===== src/rtl/navig_ctrl_pkg.sv =====
// Shared types and constants for the navigation ping-cycle sequencer.
// NAVIG_WATCHDOG_EN (see navig_cycle_ctrl) uses WDOG_CYCLES from here.
package navig_ctrl_pkg;

  typedef enum logic [2:0] {
    ST_IDLE    = 3'd0,
    ST_ARM     = 3'd1,
    ST_FIRE    = 3'd2,
    ST_TX_WAIT = 3'd3,
    ST_GUARD   = 3'd4,
    ST_LISTEN  = 3'd5,
    ST_DONE    = 3'd6
  } navig_state_e;

  // Interrupt cause codes read by the HPS driver
  localparam logic [7:0] CAUSE_NONE    = 8'h00;
  localparam logic [7:0] CAUSE_RX      = 8'h01;
  localparam logic [7:0] CAUSE_TIMEOUT = 8'h02;
  localparam logic [7:0] CAUSE_ABORT   = 8'h03;
  localparam logic [7:0] CAUSE_TX_HANG = 8'h04;

  // TX watchdog length in cycles (2^20)
  localparam int unsigned WDOG_CYCLES = 32'd1048576;

  // busy is low in DONE so that it falls in the same cycle irq rises
  function automatic logic busy_in(input navig_state_e s);
    logic b;
    case (s)
      ST_IDLE, ST_DONE: b = 1'b0;
      default:          b = 1'b1;
    endcase
    return b;
  endfunction

endpackage


===== src/rtl/navig_interval_counter.sv =====
// Loadable, saturating down-counter shared by the guard, listen and
// watchdog phases. zero is decoded from the count register.
module navig_interval_counter #(
  parameter int CNT_W = 32
) (
  input  logic             clk,
  input  logic             reset_n,
  input  logic             load,
  input  logic [CNT_W-1:0] load_val,
  input  logic             en,
  output logic             zero
);

  logic [CNT_W-1:0] count_r;

  // Load wins over decrement; decrement stops at zero instead of wrapping
  always_ff @(posedge clk or negedge reset_n) begin
    if (!reset_n) begin
      count_r <= {CNT_W{1'b0}};
    end else if (load) begin
      count_r <= load_val;
    end else if (en && (count_r != {CNT_W{1'b0}})) begin
      count_r <= count_r - {{(CNT_W-1){1'b0}}, 1'b1};
    end else begin
      count_r <= count_r;
    end
  end

  assign zero = (count_r == {CNT_W{1'b0}});

endmodule


===== src/rtl/navig_cycle_ctrl.sv =====
// Navigation ping-cycle sequencer: arm, fire TX, wait for TX, blank RX for
// the guard interval, listen for RX bytes or timeout, then raise irq.
// Optional TX_WAIT watchdog compiled in with `define NAVIG_WATCHDOG_EN.
module navig_cycle_ctrl
  import navig_ctrl_pkg::*;
#(
  parameter int CNT_W  = 32,
  parameter int FIFO_W = 8
) (
  input  logic              clk,
  input  logic              reset_n,
  input  logic              go,
  input  logic              abort,
  input  logic [FIFO_W-1:0] size_fifo_tx,
  input  logic              ready_tx,
  output logic              start_tx,
  output logic              navig_timer_start,
  input  logic [CNT_W-1:0]  guard_interval,
  input  logic [CNT_W-1:0]  listen_timeout,
  input  logic [FIFO_W-1:0] size_fifo_rx,
  input  logic [FIFO_W-1:0] rx_min_bytes,
  output logic              irq,
  input  logic              irq_ack,
  output logic [7:0]        irq_cause,
  output logic              busy
);

  navig_state_e      state_r, next_state_s;
  logic [CNT_W-1:0]  guard_r, timeout_r, listen_load_s, cnt_val_s;
  logic [FIFO_W-1:0] rx_min_r;
  logic              seen_low_r, cnt_load_s, cnt_en_s, cnt_zero_s, irq_set_s;
  logic              start_tx_r, timer_start_r, irq_r, busy_r;
  logic [7:0]        irq_cause_r, cause_next_s;

  // The listen window is exactly timeout cycles, so the entry load is one
  // less (the entry cycle itself counts); zero stays zero.
  assign listen_load_s = (timeout_r == {CNT_W{1'b0}}) ? {CNT_W{1'b0}}
                       : (timeout_r - {{(CNT_W-1){1'b0}}, 1'b1});

  navig_interval_counter #(.CNT_W(CNT_W)) u_cnt (
    .clk      (clk),
    .reset_n  (reset_n),
    .load     (cnt_load_s),
    .load_val (cnt_val_s),
    .en       (cnt_en_s),
    .zero     (cnt_zero_s)
  );

  // Next-state, counter control and interrupt request decode
  always_comb begin
    next_state_s = state_r;
    cnt_load_s   = 1'b0;
    cnt_val_s    = {CNT_W{1'b0}};
    cnt_en_s     = 1'b0;
    irq_set_s    = 1'b0;
    cause_next_s = irq_cause_r;
    case (state_r)
      ST_IDLE: begin
        if (go && !irq_r) begin
          next_state_s = ST_ARM;
        end else begin
          next_state_s = ST_IDLE;
        end
      end
      ST_ARM: begin
        if ((size_fifo_tx != {FIFO_W{1'b0}}) && ready_tx) begin
          next_state_s = ST_FIRE;
        end else begin
          next_state_s = ST_ARM;
        end
      end
      ST_FIRE: begin
        next_state_s = ST_TX_WAIT;
`ifdef NAVIG_WATCHDOG_EN
        cnt_load_s = 1'b1;
        cnt_val_s  = CNT_W'(WDOG_CYCLES);
`endif
      end
      ST_TX_WAIT: begin
        // ready_tx must have been seen low before its return counts
        if (seen_low_r && ready_tx) begin
          next_state_s = ST_GUARD;
          cnt_load_s   = 1'b1;
          cnt_val_s    = guard_r;
        end
`ifdef NAVIG_WATCHDOG_EN
        else if (cnt_zero_s) begin
          next_state_s = ST_IDLE;
          irq_set_s    = 1'b1;
          cause_next_s = CAUSE_TX_HANG;
        end else begin
          cnt_en_s = 1'b1;
        end
`else
        else begin
          next_state_s = ST_TX_WAIT;
        end
`endif
      end
      ST_GUARD: begin
        // RX levels are deliberately ignored while blanking
        if (cnt_zero_s) begin
          next_state_s = ST_LISTEN;
          cnt_load_s   = 1'b1;
          cnt_val_s    = listen_load_s;
        end else begin
          cnt_en_s = 1'b1;
        end
      end
      ST_LISTEN: begin
        if (size_fifo_rx >= rx_min_r) begin
          next_state_s = ST_DONE;
          irq_set_s    = 1'b1;
          cause_next_s = CAUSE_RX;
        end else if (cnt_zero_s) begin
          next_state_s = ST_DONE;
          irq_set_s    = 1'b1;
          cause_next_s = CAUSE_TIMEOUT;
        end else begin
          cnt_en_s = 1'b1;
        end
      end
      ST_DONE: begin
        next_state_s = ST_IDLE;
      end
      default: begin
        next_state_s = ST_IDLE;
      end
    endcase
    if (abort && (state_r != ST_IDLE)) begin
      next_state_s = ST_IDLE;
      irq_set_s    = 1'b1;
      cause_next_s = CAUSE_ABORT;
      cnt_load_s   = 1'b0;
      cnt_en_s     = 1'b0;
    end else begin
      cause_next_s = cause_next_s;
    end
  end

  // State register
  always_ff @(posedge clk or negedge reset_n) begin
    if (!reset_n) begin
      state_r <= ST_IDLE;
    end else begin
      state_r <= next_state_s;
    end
  end

  // Cycle parameters are captured when go is accepted
  always_ff @(posedge clk or negedge reset_n) begin
    if (!reset_n) begin
      guard_r   <= {CNT_W{1'b0}};
      timeout_r <= {CNT_W{1'b0}};
      rx_min_r  <= {FIFO_W{1'b0}};
    end else if ((state_r == ST_IDLE) && go && !irq_r) begin
      guard_r   <= guard_interval;
      timeout_r <= listen_timeout;
      rx_min_r  <= rx_min_bytes;
    end else begin
      guard_r   <= guard_r;
      timeout_r <= timeout_r;
      rx_min_r  <= rx_min_r;
    end
  end

  // Remembers that the transmitter went busy after the start pulse
  always_ff @(posedge clk or negedge reset_n) begin
    if (!reset_n) begin
      seen_low_r <= 1'b0;
    end else if (state_r == ST_FIRE) begin
      seen_low_r <= 1'b0;
    end else if ((state_r == ST_TX_WAIT) && !ready_tx) begin
      seen_low_r <= 1'b1;
    end else begin
      seen_low_r <= seen_low_r;
    end
  end

  // Registered outputs decoded from the next state; a new irq beats irq_ack
  always_ff @(posedge clk or negedge reset_n) begin
    if (!reset_n) begin
      start_tx_r    <= 1'b0;
      timer_start_r <= 1'b0;
      busy_r        <= 1'b0;
      irq_r         <= 1'b0;
      irq_cause_r   <= CAUSE_NONE;
    end else begin
      start_tx_r    <= (next_state_s == ST_FIRE);
      timer_start_r <= (next_state_s == ST_FIRE);
      busy_r        <= busy_in(next_state_s);
      if (irq_set_s) begin
        irq_r       <= 1'b1;
        irq_cause_r <= cause_next_s;
      end else if (irq_ack) begin
        irq_r       <= 1'b0;
        irq_cause_r <= irq_cause_r;
      end else begin
        irq_r       <= irq_r;
        irq_cause_r <= irq_cause_r;
      end
    end
  end

  assign start_tx          = start_tx_r;
  assign navig_timer_start = timer_start_r;
  assign busy              = busy_r;
  assign irq               = irq_r;
  assign irq_cause         = irq_cause_r;

endmodule


===== config.mk =====
export PLATFORM = sky130hd
export DESIGN_NAME = navig_cycle_ctrl
export DESIGN_NICKNAME = d
export VERILOG_FILES = /design/src/rtl/navig_ctrl_pkg.sv /design/src/rtl/navig_interval_counter.sv /design/src/rtl/navig_cycle_ctrl.sv
export SDC_FILE = /design/constraint.sdc
export NUM_CORES = 1
export LEC_CHECK = 0
export ABC_AREA = 1
export CORE_MARGIN = 4
export CORE_UTILIZATION = 41
export DETAILED_ROUTE_END_ITERATION = 10
export PLACE_DENSITY = 0.66
export SYNTH_ARGS = -nofsm -noshare
export SYNTH_HDL_FRONTEND = slang
export SYNTH_SLANG_ARGS = --single-unit
export TNS_END_PERCENT = 30

===== constraint.sdc =====
create_clock -name clk -period 3.67 [get_ports clk]
set_clock_uncertainty 0.05 [all_clocks]
set_input_delay 0.734 -clock clk [delete_from_list [all_inputs] [get_ports clk]]
set_output_delay 0.734 -clock clk [all_outputs]
set_load 0.01 [all_outputs]

==> results of run 1 <==
==> kinds of logic after synthesis <==
logic type / synth area share [%]
muxes: 7.22
AOI/OAI and AO/OA: 4.41
other: 0.0535
and+or+nand+nor: 33.1
adders and majority gates: 2.14
buffers and inverters: 6.76
xor gates and xnor gates: 5.99
DFF: 40.3
==> layout by cell type, fill, tap and decap left out, types with 2 or more instances in the layout <==
| master | netlist | routed |
|---|---|---|
| sky130_fd_sc_hd__dfrtp_1 | 113 | 113 |
| sky130_fd_sc_hd__xnor2_1 | 20 | 20 |
| sky130_fd_sc_hd__clkinv_4 | 0 | 2 |
| sky130_fd_sc_hd__mux2_2 | 45 | 45 |
| sky130_fd_sc_hd__o21ai_0 | 18 | 18 |
| sky130_fd_sc_hd__clkbuf_16 | 0 | 17 |
| sky130_fd_sc_hd__inv_1 | 68 | 68 |
| sky130_fd_sc_hd__nand3_1 | 70 | 70 |
| sky130_fd_sc_hd__clkdlybuf4s50_1 | 0 | 98 |
| sky130_fd_sc_hd__inv_6 | 0 | 4 |
| sky130_fd_sc_hd__buf_4 | 7 | 13 |
| sky130_fd_sc_hd__nor2_1 | 148 | 148 |
| sky130_fd_sc_hd__a21oi_1 | 31 | 31 |
| sky130_fd_sc_hd__bufinv_16 | 0 | 2 |
| sky130_fd_sc_hd__inv_2 | 4 | 4 |
| sky130_fd_sc_hd__xor2_1 | 28 | 28 |
| sky130_fd_sc_hd__nand4_1 | 10 | 10 |
| sky130_fd_sc_hd__nand2_1 | 337 | 337 |
| sky130_fd_sc_hd__ha_1 | 12 | 12 |
| sky130_fd_sc_hd__clkinvlp_4 | 0 | 5 |
| sky130_fd_sc_hd__nor2_2 | 4 | 4 |
| sky130_fd_sc_hd__conb_1 | 1 | 6 |
| sky130_fd_sc_hd__nor3_1 | 9 | 9 |
==> synth_stat cells <==
cell and number:
sky130_fd_sc_hd__xor2_1 28, sky130_fd_sc_hd__nor2_1 148, sky130_fd_sc_hd__mux2_2 45, sky130_fd_sc_hd__buf_4 7
sky130_fd_sc_hd__o21a_1 1, sky130_fd_sc_hd__inv_2 4, sky130_fd_sc_hd__conb_1 1, sky130_fd_sc_hd__ha_1 12
sky130_fd_sc_hd__o211ai_1 1, sky130_fd_sc_hd__xnor2_1 20, sky130_fd_sc_hd__a21oi_4 1, sky130_fd_sc_hd__nor3b_1 1
sky130_fd_sc_hd__inv_1 68, sky130_fd_sc_hd__o31ai_1 1, sky130_fd_sc_hd__nor3_1 9, sky130_fd_sc_hd__nand4_1 10
sky130_fd_sc_hd__clkbuf_1 17, sky130_fd_sc_hd__nand2_2 1, sky130_fd_sc_hd__a21oi_1 31, sky130_fd_sc_hd__a32oi_1 1
sky130_fd_sc_hd__and2_1 1, sky130_fd_sc_hd__o21ai_0 18, sky130_fd_sc_hd__buf_6 2, sky130_fd_sc_hd__nand2_1 337
sky130_fd_sc_hd__buf_2 13, sky130_fd_sc_hd__a21boi_0 1, sky130_fd_sc_hd__dfrtp_1 113, sky130_fd_sc_hd__nand3_1 70
sky130_fd_sc_hd__a41oi_1 1, sky130_fd_sc_hd__nor2_2 4
==> critical path, delay by kind of cell <==
| family | cells | cell delay, ns |
|---|---|---|
| AO/OA/AOI/OAI | 2 | 0.34 |
| AND/OR/NAND/NOR | 8 | 0.93 |
| buffers and inverters | 4 | 0.79 |
| adder cells (fa/ha/maj) | 1 | 0.26 |
==> per-stage QoR <==
stage / setup WS, ns / area (um2) / power [mW] / utilization [%]
4_1_cts: 0.865 / 8780 / 6.40 / 52.6
5_1_grt: 0.659 / 8780 / 6.89 / 52.6
6_report: 0.879 / 8780 / 6.38 / 52.6
3_3_place_gp: 0.486 / 8180 / 4.67 / 49.0
2_1_floorplan: 1.41 / 7030 / 4.03 / -
3_5_place_dp: 0.417 / 8180 / 4.72 / 49.0
==> registers in the layout (all words and copies together), names as in the netlist <==
register,cells
busy,1
guard_r,32
irq,1
irq_cause,2
navig_timer_start,1
rx_min_r,8
seen_low_r,1
state_r,3
timeout_r,32
u_cnt.count_r,32
==> power groups by stage <==
stage                     Sequential [mW]  Clock, mW  Combinational [mW]
after floorplan                      2.29          0                1.74
after global placement               2.45          0                2.22
after detailed placement             2.46          0                2.26
after CTS                            2.45       1.67                2.28
after global routing                 2.54       1.75                2.60
final                                2.46       1.66                2.26
==> worst max path at each step <==
stage                     cells after the start       startpoint                 to
final                                        15  size_fifo_rx[0]  u_cnt.count_r[11]
after global routing                         15  size_fifo_rx[0]  u_cnt.count_r[11]
after CTS                                    15  size_fifo_rx[0]  u_cnt.count_r[21]
after detailed placement                     15  size_fifo_rx[0]  u_cnt.count_r[21]
after global placement                       15  size_fifo_rx[0]   u_cnt.count_r[7]
after floorplan                              14  size_fifo_rx[0]  u_cnt.count_r[23]
==> layer usage <==
layer | up-vias | track usage, % | wire length (um)
li1 | 3245 | - | -
met1 | 2936 | 26.7 | 8860
met2 | 168 | 30.5 | 8300
met3 | 30 | 4.55 | 869
met4 | 0 | 6.80 | 490
met5 | - | 0 | 0
==> area by class of cell <==
cell class                 count  area [um2]  area share (%)
clock buffer                  18         439            5.00
clock inverter                14         155            1.77
inverter                      72         270            3.08
multi-input combinational    748        3730            42.5
sequential                   113        2830            32.2
tap                          220         275            3.14
timing repair buffer         111        1080            12.3
==> run_summary.xml, run 1 <==
<?xml version="1.0" encoding="UTF-8"?>
<metrics>
  <group name="setup_path">
    <metric name="startpoint_type" unit="">primary input</metric>
    <metric name="path_max_fanout" unit="">33</metric>
    <metric name="timing.setup.critical_path_class" unit="">primary input to register</metric>
    <metric name="r2r_end" unit="">u_cnt.count_r[11]</metric>
    <metric name="crit_top_cell" unit="">sky130_fd_sc_hd__nand2_1</metric>
    <metric name="reg2reg_from" unit="">u_cnt.count_r[22]</metric>
    <metric name="timing.critical_path.cells" unit="">clkdlybuf4s50_1 &gt; inv_1 &gt; ha_1 &gt; inv_1 &gt; a21boi_0 &gt; nor2_1 &gt; o21ai_0 &gt; nand2_1 &gt; nand4_1 &gt; nand2_1 &gt; nand2_1 &gt; nand2_1 &gt; buf_4 &gt; nand2_1 &gt; nand2_1</metric>
    <metric name="worstRegToRegCells" unit="">14</metric>
    <metric name="worst_setup_ep_type" unit="">register</metric>
    <metric name="worst-endpoint-required" unit="ns">3.94</metric>
    <metric name="cp.arrival" unit="ns">3.06</metric>
    <metric name="regToRegSetupSlack" unit="ns">0.93</metric>
    <metric name="critPathMaxStageDelay" unit="ns">0.45</metric>
    <metric name="critPathSlowestCell" unit="">sky130_fd_sc_hd__clkdlybuf4s50_1</metric>
  </group>
  <group name="pwr">
    <metric name="pint" unit="mW">3.95</metric>
    <metric name="leakagePower" unit="nW">4.12</metric>
    <metric name="pwr-share-seq" unit="%">38.6</metric>
    <metric name="power_density" unit="nW/um2">726</metric>
    <metric name="total_switching_power" unit="mW">2.43</metric>
    <metric name="largest_voltage_drop_on_the_vdd_net" unit="V">0.000412</metric>
    <metric name="power.combinational.fraction" unit="%">35.4</metric>
    <metric name="clock_power_share" unit="%">26.0</metric>
    <metric name="power_switching_share" unit="%">38.0</metric>
  </group>
  <group name="global_routing">
    <metric name="grt.overflow.total" unit="">0</metric>
    <metric name="globalRouteTotalUtil" unit="%">19.5</metric>
    <metric name="grt_first_pass_wirelength" unit="mm">30.6</metric>
    <metric name="grt_pass1_vias" unit="">6305</metric>
    <metric name="number_of_antenna_violations_at_the_first_check_in_global_routing" unit="">0</metric>
    <metric name="largest_net_degree_at_the_start_of_global_routing" unit="">59</metric>
  </group>
  <group name="sta">
    <metric name="actual_slew_at_the_worst_max_slew_pin" unit="ns">0.736</metric>
    <metric name="report.final.hold_viol_count" unit="">0</metric>
    <metric name="totalNegativeSetupSlack" unit="ns">0</metric>
    <metric name="report.final.setup_viol" unit="">0</metric>
    <metric name="report.final.slew_viol_count" unit="">0</metric>
    <metric name="rsz0062_at_grt" unit="">no</metric>
    <metric name="period_share" unit="%">76.1</metric>
    <metric name="max_slew_margin" unit="%">50.9</metric>
    <metric name="maxClockFrequency" unit="MHz">358</metric>
    <metric name="hold_slack" unit="ns">0.310</metric>
    <metric name="period_needed" unit="ns">2.79</metric>
  </group>
  <group name="logic_synthesis">
    <metric name="syn_std_cell_area" unit="um2">7020</metric>
    <metric name="ys.warnings.count" unit="">0</metric>
    <metric name="yosysTopAreaCell" unit="">sky130_fd_sc_hd__dfrtp_1</metric>
    <metric name="synth_seq_area_share" unit="%">40.3</metric>
    <metric name="synthCells" unit="">967</metric>
    <metric name="synth.area.top_cells" unit="">sky130_fd_sc_hd__dfrtp_1 40%, sky130_fd_sc_hd__nand2_1 18%, sky130_fd_sc_hd__nor2_1 7.9%, sky130_fd_sc_hd__mux2_2 7.2%, sky130_fd_sc_hd__nand3_1 5.0%</metric>
    <metric name="count_of_state_elements_after_synthesis" unit="">113</metric>
    <metric name="synthDominantCellAreaShare" unit="%">40.3</metric>
    <metric name="yosysUniqueCellTypes" unit="">30</metric>
    <metric name="post_synth.cell_area_avg" unit="um2">7.25</metric>
  </group>
  <group name="routing">
    <metric name="wl" unit="mm">18.5</metric>
    <metric name="first_iteration_detailed_routing_drc_count" unit="">430</metric>
    <metric name="drt_pass1_iterations" unit="">5</metric>
    <metric name="detail_route_antenna_nets" unit="">0</metric>
    <metric name="route.detailed.vias_per_inst" unit="">4.92</metric>
    <metric name="wl_per_cell" unit="um">14.3</metric>
    <metric name="detailroute.via_count" unit="">6379</metric>
    <metric name="post-route-drc-count" unit="">0</metric>
  </group>
  <group name="clock_tree">
    <metric name="cts_hold_repair.buffers" unit="">0</metric>
    <metric name="cts_root_buf" unit="">sky130_fd_sc_hd__clkbuf_16</metric>
    <metric name="clock-sinks" unit="">113</metric>
    <metric name="cts_inserted_buffers" unit="">17</metric>
    <metric name="worst_skew_pair.late_latency" unit="ns">0.42</metric>
    <metric name="cts-root-to-sink-buffers" unit="">2</metric>
    <metric name="cts_post_setup_buffers_inserted" unit="">0</metric>
    <metric name="cts_resized" unit="">0</metric>
    <metric name="clk_pin_slew_worst_setup_hold_paths" unit="ns">0.06</metric>
    <metric name="tritoncts" unit="">done</metric>
    <metric name="htree_levels" unit="">4</metric>
  </group>
  <group name="floorplanning">
    <metric name="die_width" unit="um">139</metric>
    <metric name="number_of_core_rows" unit="">47</metric>
    <metric name="coreArea" unit="um2">16700</metric>
    <metric name="die-height" unit="um">139</metric>
    <metric name="dieArea" unit="um2">19300</metric>
    <metric name="num_io_pins" unit="">106</metric>
    <metric name="initial_core_util" unit="%">42.0</metric>
  </group>
  <group name="run">
    <metric name="max_cap_viol_count" unit="">0</metric>
  </group>
  <group name="cells_and_area">
    <metric name="antenna-diode-count" unit="">0</metric>
    <metric name="instances_no_fill" unit="">1296</metric>
    <metric name="areaGrowthSynthToFinish" unit="%">25.1</metric>
    <metric name="layout-drive-gt1-share" unit="%">9.29</metric>
    <metric name="fillerInstances" unit="">1630</metric>
    <metric name="fin_nets" unit="">1169</metric>
  </group>
  <group name="place">
    <metric name="port_buffers" unit="">99</metric>
    <metric name="gp_congestion" unit="">0.941</metric>
    <metric name="number_of_cells_in_the_design_after_placement" unit="">1264</metric>
    <metric name="post-dp-hpwl" unit="mm">14.0</metric>
  </group>
  <group name="worst_hold_path">
    <metric name="path_type_of_the_worst_min_delay_path" unit="">primary input to asynchronous set/reset pin</metric>
  </group>
  <group name="status">
    <metric name="outcome" unit="">completed</metric>
  </group>
</metrics>
Power figures use the tool's default switching activity.
==> run 2, diff against run 1 <==
- PLACE_DENSITY: 0.66 -> 0.69
- clock period: 3.67 -> 2.4 ns (I/O delays scaled with it)
==> run 2 against run 1 <==
Largest cell class unchanged. Final cell count up 1.3%. Die area unchanged. First-iteration DRC count up 17%.
==> run_summary.xml, run 2 (synthesis results as in run 1) <==
<?xml version="1.0" encoding="UTF-8"?>
<metrics>
  <group name="clock_tree">
    <metric name="cts_root_buf" unit="">sky130_fd_sc_hd__clkbuf_16</metric>
    <metric name="cts-root-to-sink-buffers" unit="">2</metric>
    <metric name="cts_inserted_buffers" unit="">17</metric>
    <metric name="htree_levels" unit="">4</metric>
    <metric name="clock-sinks" unit="">113</metric>
    <metric name="clk_pin_slew_worst_setup_hold_paths" unit="ns">0.05</metric>
    <metric name="tritoncts" unit="">done</metric>
    <metric name="cts_post_setup_buffers_inserted" unit="">0</metric>
    <metric name="worst_skew_pair.late_latency" unit="ns">0.42</metric>
  </group>
  <group name="floorplanning">
    <metric name="dieArea" unit="um2">19300</metric>
    <metric name="die-height" unit="um">139</metric>
    <metric name="die_width" unit="um">139</metric>
    <metric name="coreArea" unit="um2">16700</metric>
    <metric name="number_of_core_rows" unit="">47</metric>
    <metric name="initial_core_util" unit="%">42.0</metric>
    <metric name="num_io_pins" unit="">106</metric>
  </group>
  <group name="setup_path">
    <metric name="timing.critical_path.cells" unit="">clkdlybuf4s50_1 &gt; inv_1 &gt; ha_1 &gt; inv_1 &gt; a21boi_0 &gt; nor2_1 &gt; o21ai_0 &gt; nand2_1 &gt; nand4_1 &gt; nand2_1 &gt; nand2_1 &gt; nand2_1 &gt; buf_4 &gt; nand2_1 &gt; nand2_1</metric>
    <metric name="path_max_fanout" unit="">17</metric>
    <metric name="cp.arrival" unit="ns">2.47</metric>
    <metric name="worst-endpoint-required" unit="ns">2.65</metric>
    <metric name="startpoint_type" unit="">primary input</metric>
    <metric name="cp_num_buf_inv" unit="">4</metric>
    <metric name="timing.setup.critical_path_class" unit="">primary input to register</metric>
    <metric name="critPathMaxStageDelay" unit="ns">0.45</metric>
    <metric name="critical_path.top_delay_family" unit="">buffers and inverters</metric>
    <metric name="crit_top_cell" unit="">sky130_fd_sc_hd__nand2_1</metric>
    <metric name="worst_setup_ep_type" unit="">register</metric>
    <metric name="critPathSlowestCell" unit="">sky130_fd_sc_hd__clkdlybuf4s50_1</metric>
  </group>
  <group name="sta">
    <metric name="report.final.slew_viol_count" unit="">0</metric>
    <metric name="totalNegativeSetupSlack" unit="ns">0</metric>
    <metric name="rsz0062_at_grt" unit="">no</metric>
    <metric name="report.final.setup_viol" unit="">0</metric>
    <metric name="final_critical_path_setup_slack" unit="ns">0.177</metric>
    <metric name="period_needed" unit="ns">2.22</metric>
    <metric name="hold_slack" unit="ns">0.432</metric>
    <metric name="report.final.hold_viol_count" unit="">0</metric>
    <metric name="maxClockFrequency" unit="MHz">450</metric>
    <metric name="period_share" unit="%">92.6</metric>
  </group>
  <group name="cells_and_area">
    <metric name="largest_registers" unit="">guard_r (32), timeout_r (32), u_cnt.count_r (32)</metric>
    <metric name="fin_nets" unit="">1186</metric>
    <metric name="layout-drive-gt1-share" unit="%">10.9</metric>
    <metric name="antenna-diode-count" unit="">0</metric>
    <metric name="final_cell_mix" unit="">337 x sky130_fd_sc_hd__nand2_1, 144 x sky130_fd_sc_hd__nor2_1, 113 x sky130_fd_sc_hd__dfrtp_1</metric>
    <metric name="final_common_cell" unit="">sky130_fd_sc_hd__nand2_1</metric>
    <metric name="areaGrowthSynthToFinish" unit="%">28.9</metric>
    <metric name="postLayoutCellArea" unit="um2">9050</metric>
  </group>
  <group name="place">
    <metric name="port_buffers" unit="">99</metric>
    <metric name="gp_congestion" unit="">0.934</metric>
    <metric name="detailed_place.area" unit="um2">8390</metric>
    <metric name="post-dp-hpwl" unit="mm">14.5</metric>
    <metric name="post-place-ws" unit="ns">-0.287</metric>
  </group>
  <group name="global_routing">
    <metric name="grt.overflow.total" unit="">0</metric>
    <metric name="number_of_antenna_violations_at_the_first_check_in_global_routing" unit="">0</metric>
    <metric name="globalRouteTotalUtil" unit="%">20.0</metric>
    <metric name="grt_pass1_vias" unit="">6326</metric>
    <metric name="largest_net_degree_at_the_start_of_global_routing" unit="">51</metric>
    <metric name="grt_first_pass_wirelength" unit="mm">31.2</metric>
  </group>
  <group name="routing">
    <metric name="detailroute.via_count" unit="">6426</metric>
    <metric name="post-route-drc-count" unit="">0</metric>
    <metric name="wl" unit="mm">18.9</metric>
    <metric name="drt_pass1_iterations" unit="">5</metric>
    <metric name="wl_per_cell" unit="um">14.4</metric>
    <metric name="first_iteration_detailed_routing_drc_count" unit="">502</metric>
    <metric name="route.detailed.vias_per_inst" unit="">4.89</metric>
    <metric name="detail_route_antenna_nets" unit="">0</metric>
  </group>
  <group name="run">
    <metric name="max_cap_viol_count" unit="">0</metric>
  </group>
  <group name="pwr">
    <metric name="total_chip_power" unit="mW">10.1</metric>
    <metric name="power_density" unit="nW/um2">1110</metric>
    <metric name="leakagePower" unit="nW">4.26</metric>
    <metric name="largest_voltage_drop_on_the_vdd_net" unit="V">0.000645</metric>
  </group>
  <group name="worst_hold_path">
    <metric name="path_type_of_the_worst_min_delay_path" unit="">register to register</metric>
  </group>
  <group name="status">
    <metric name="outcome" unit="">completed</metric>
  </group>
</metrics>
==> run 2: cell types whose count changed in the layout (fill, tap and decap cells not counted), sizes merged <==
cell and change:
buf +16, bufinv +1, clkbuf +5, clkinvlp -2, dlygate4sd3 +1, inv -4
==> run 2: layout make-up <==
class	count	area (um2)
clock inverter	9	128
fill	1610	7650
clock buffer	23	498
multi-input combinational	748	3750
inverter	72	270
sequential	113	2830
timing repair buffer	128	1300
tap	220	275
==> run 2: final timing paths <==
path / from / end / slack [ns] / cells past startpoint
worst max-delay path: size_fifo_rx[0] / u_cnt.count_r[20] / 0.18 / 15
worst min-delay path: irq_cause[0] / irq_cause[0] / 0.43 / 2
worst max register to register: u_cnt.count_r[0] / u_cnt.count_r[19] / 0.18 / 14
worst min register to register: irq_cause[0] / irq_cause[0] / 0.43 / 2
max in group asynchronous: reset_n / rx_min_r[4] / 1.20 / 3
min in group asynchronous: reset_n / guard_r[9] / 0.50 / 2
==> run 2: timing repair <==
action,in CTS,in global routing
hold buffers,1,0
endpoints found under the setup margin,0,7
hold endpoints to repair,27,0
gates resized for setup,0,6
==> run 2: metal layers <==
| layer | global-route usage [%] | wire length [um] | vias up | share of wire, % |
|---|---|---|---|---|
| li1 | - | - | 3264 | - |
| met1 | 26.4 | 8460 | 2953 | 45 |
| met2 | 32.5 | 8880 | 179 | 47 |
| met3 | 4.17 | 1070 | 30 | 5.7 |
| met4 | 7.31 | 449 | 0 | 2.4 |
| met5 | 0 | 0 | - | 0 |
==> run 2: tightest hold or removal path: stages, from the launching register on <==
cell and delay (ns):
sky130_fd_sc_hd__dfrtp_1 0.35, sky130_fd_sc_hd__nand2_1 0.06, sky130_fd_sc_hd__nand2_1 0.04
==> run 2: stage by stage <==
stage	instances	utilization, %
5_1_grt	1313	54.2
3_3_place_gp	1280	50.2
3_5_place_dp	1280	50.2
2_1_floorplan	972	-
4_1_cts	1313	54.1
6_report	1313	54.2
==> run 2: report_power, final <==
part / switching [mW] / internal [mW] / leakage [nW]
Clock: 0.888 / 1.76 / 0.301
Combinational: 1.93 / 1.74 / 2.66
Sequential: 0.879 / 2.86 / 1.30
==> run 3, diff against run 2 <==
- ABC_CLOCK_PERIOD_IN_PS: not set -> 2400
==> results of run 3 <==
Final layout, timing and power as in run 2 (identical DEF).
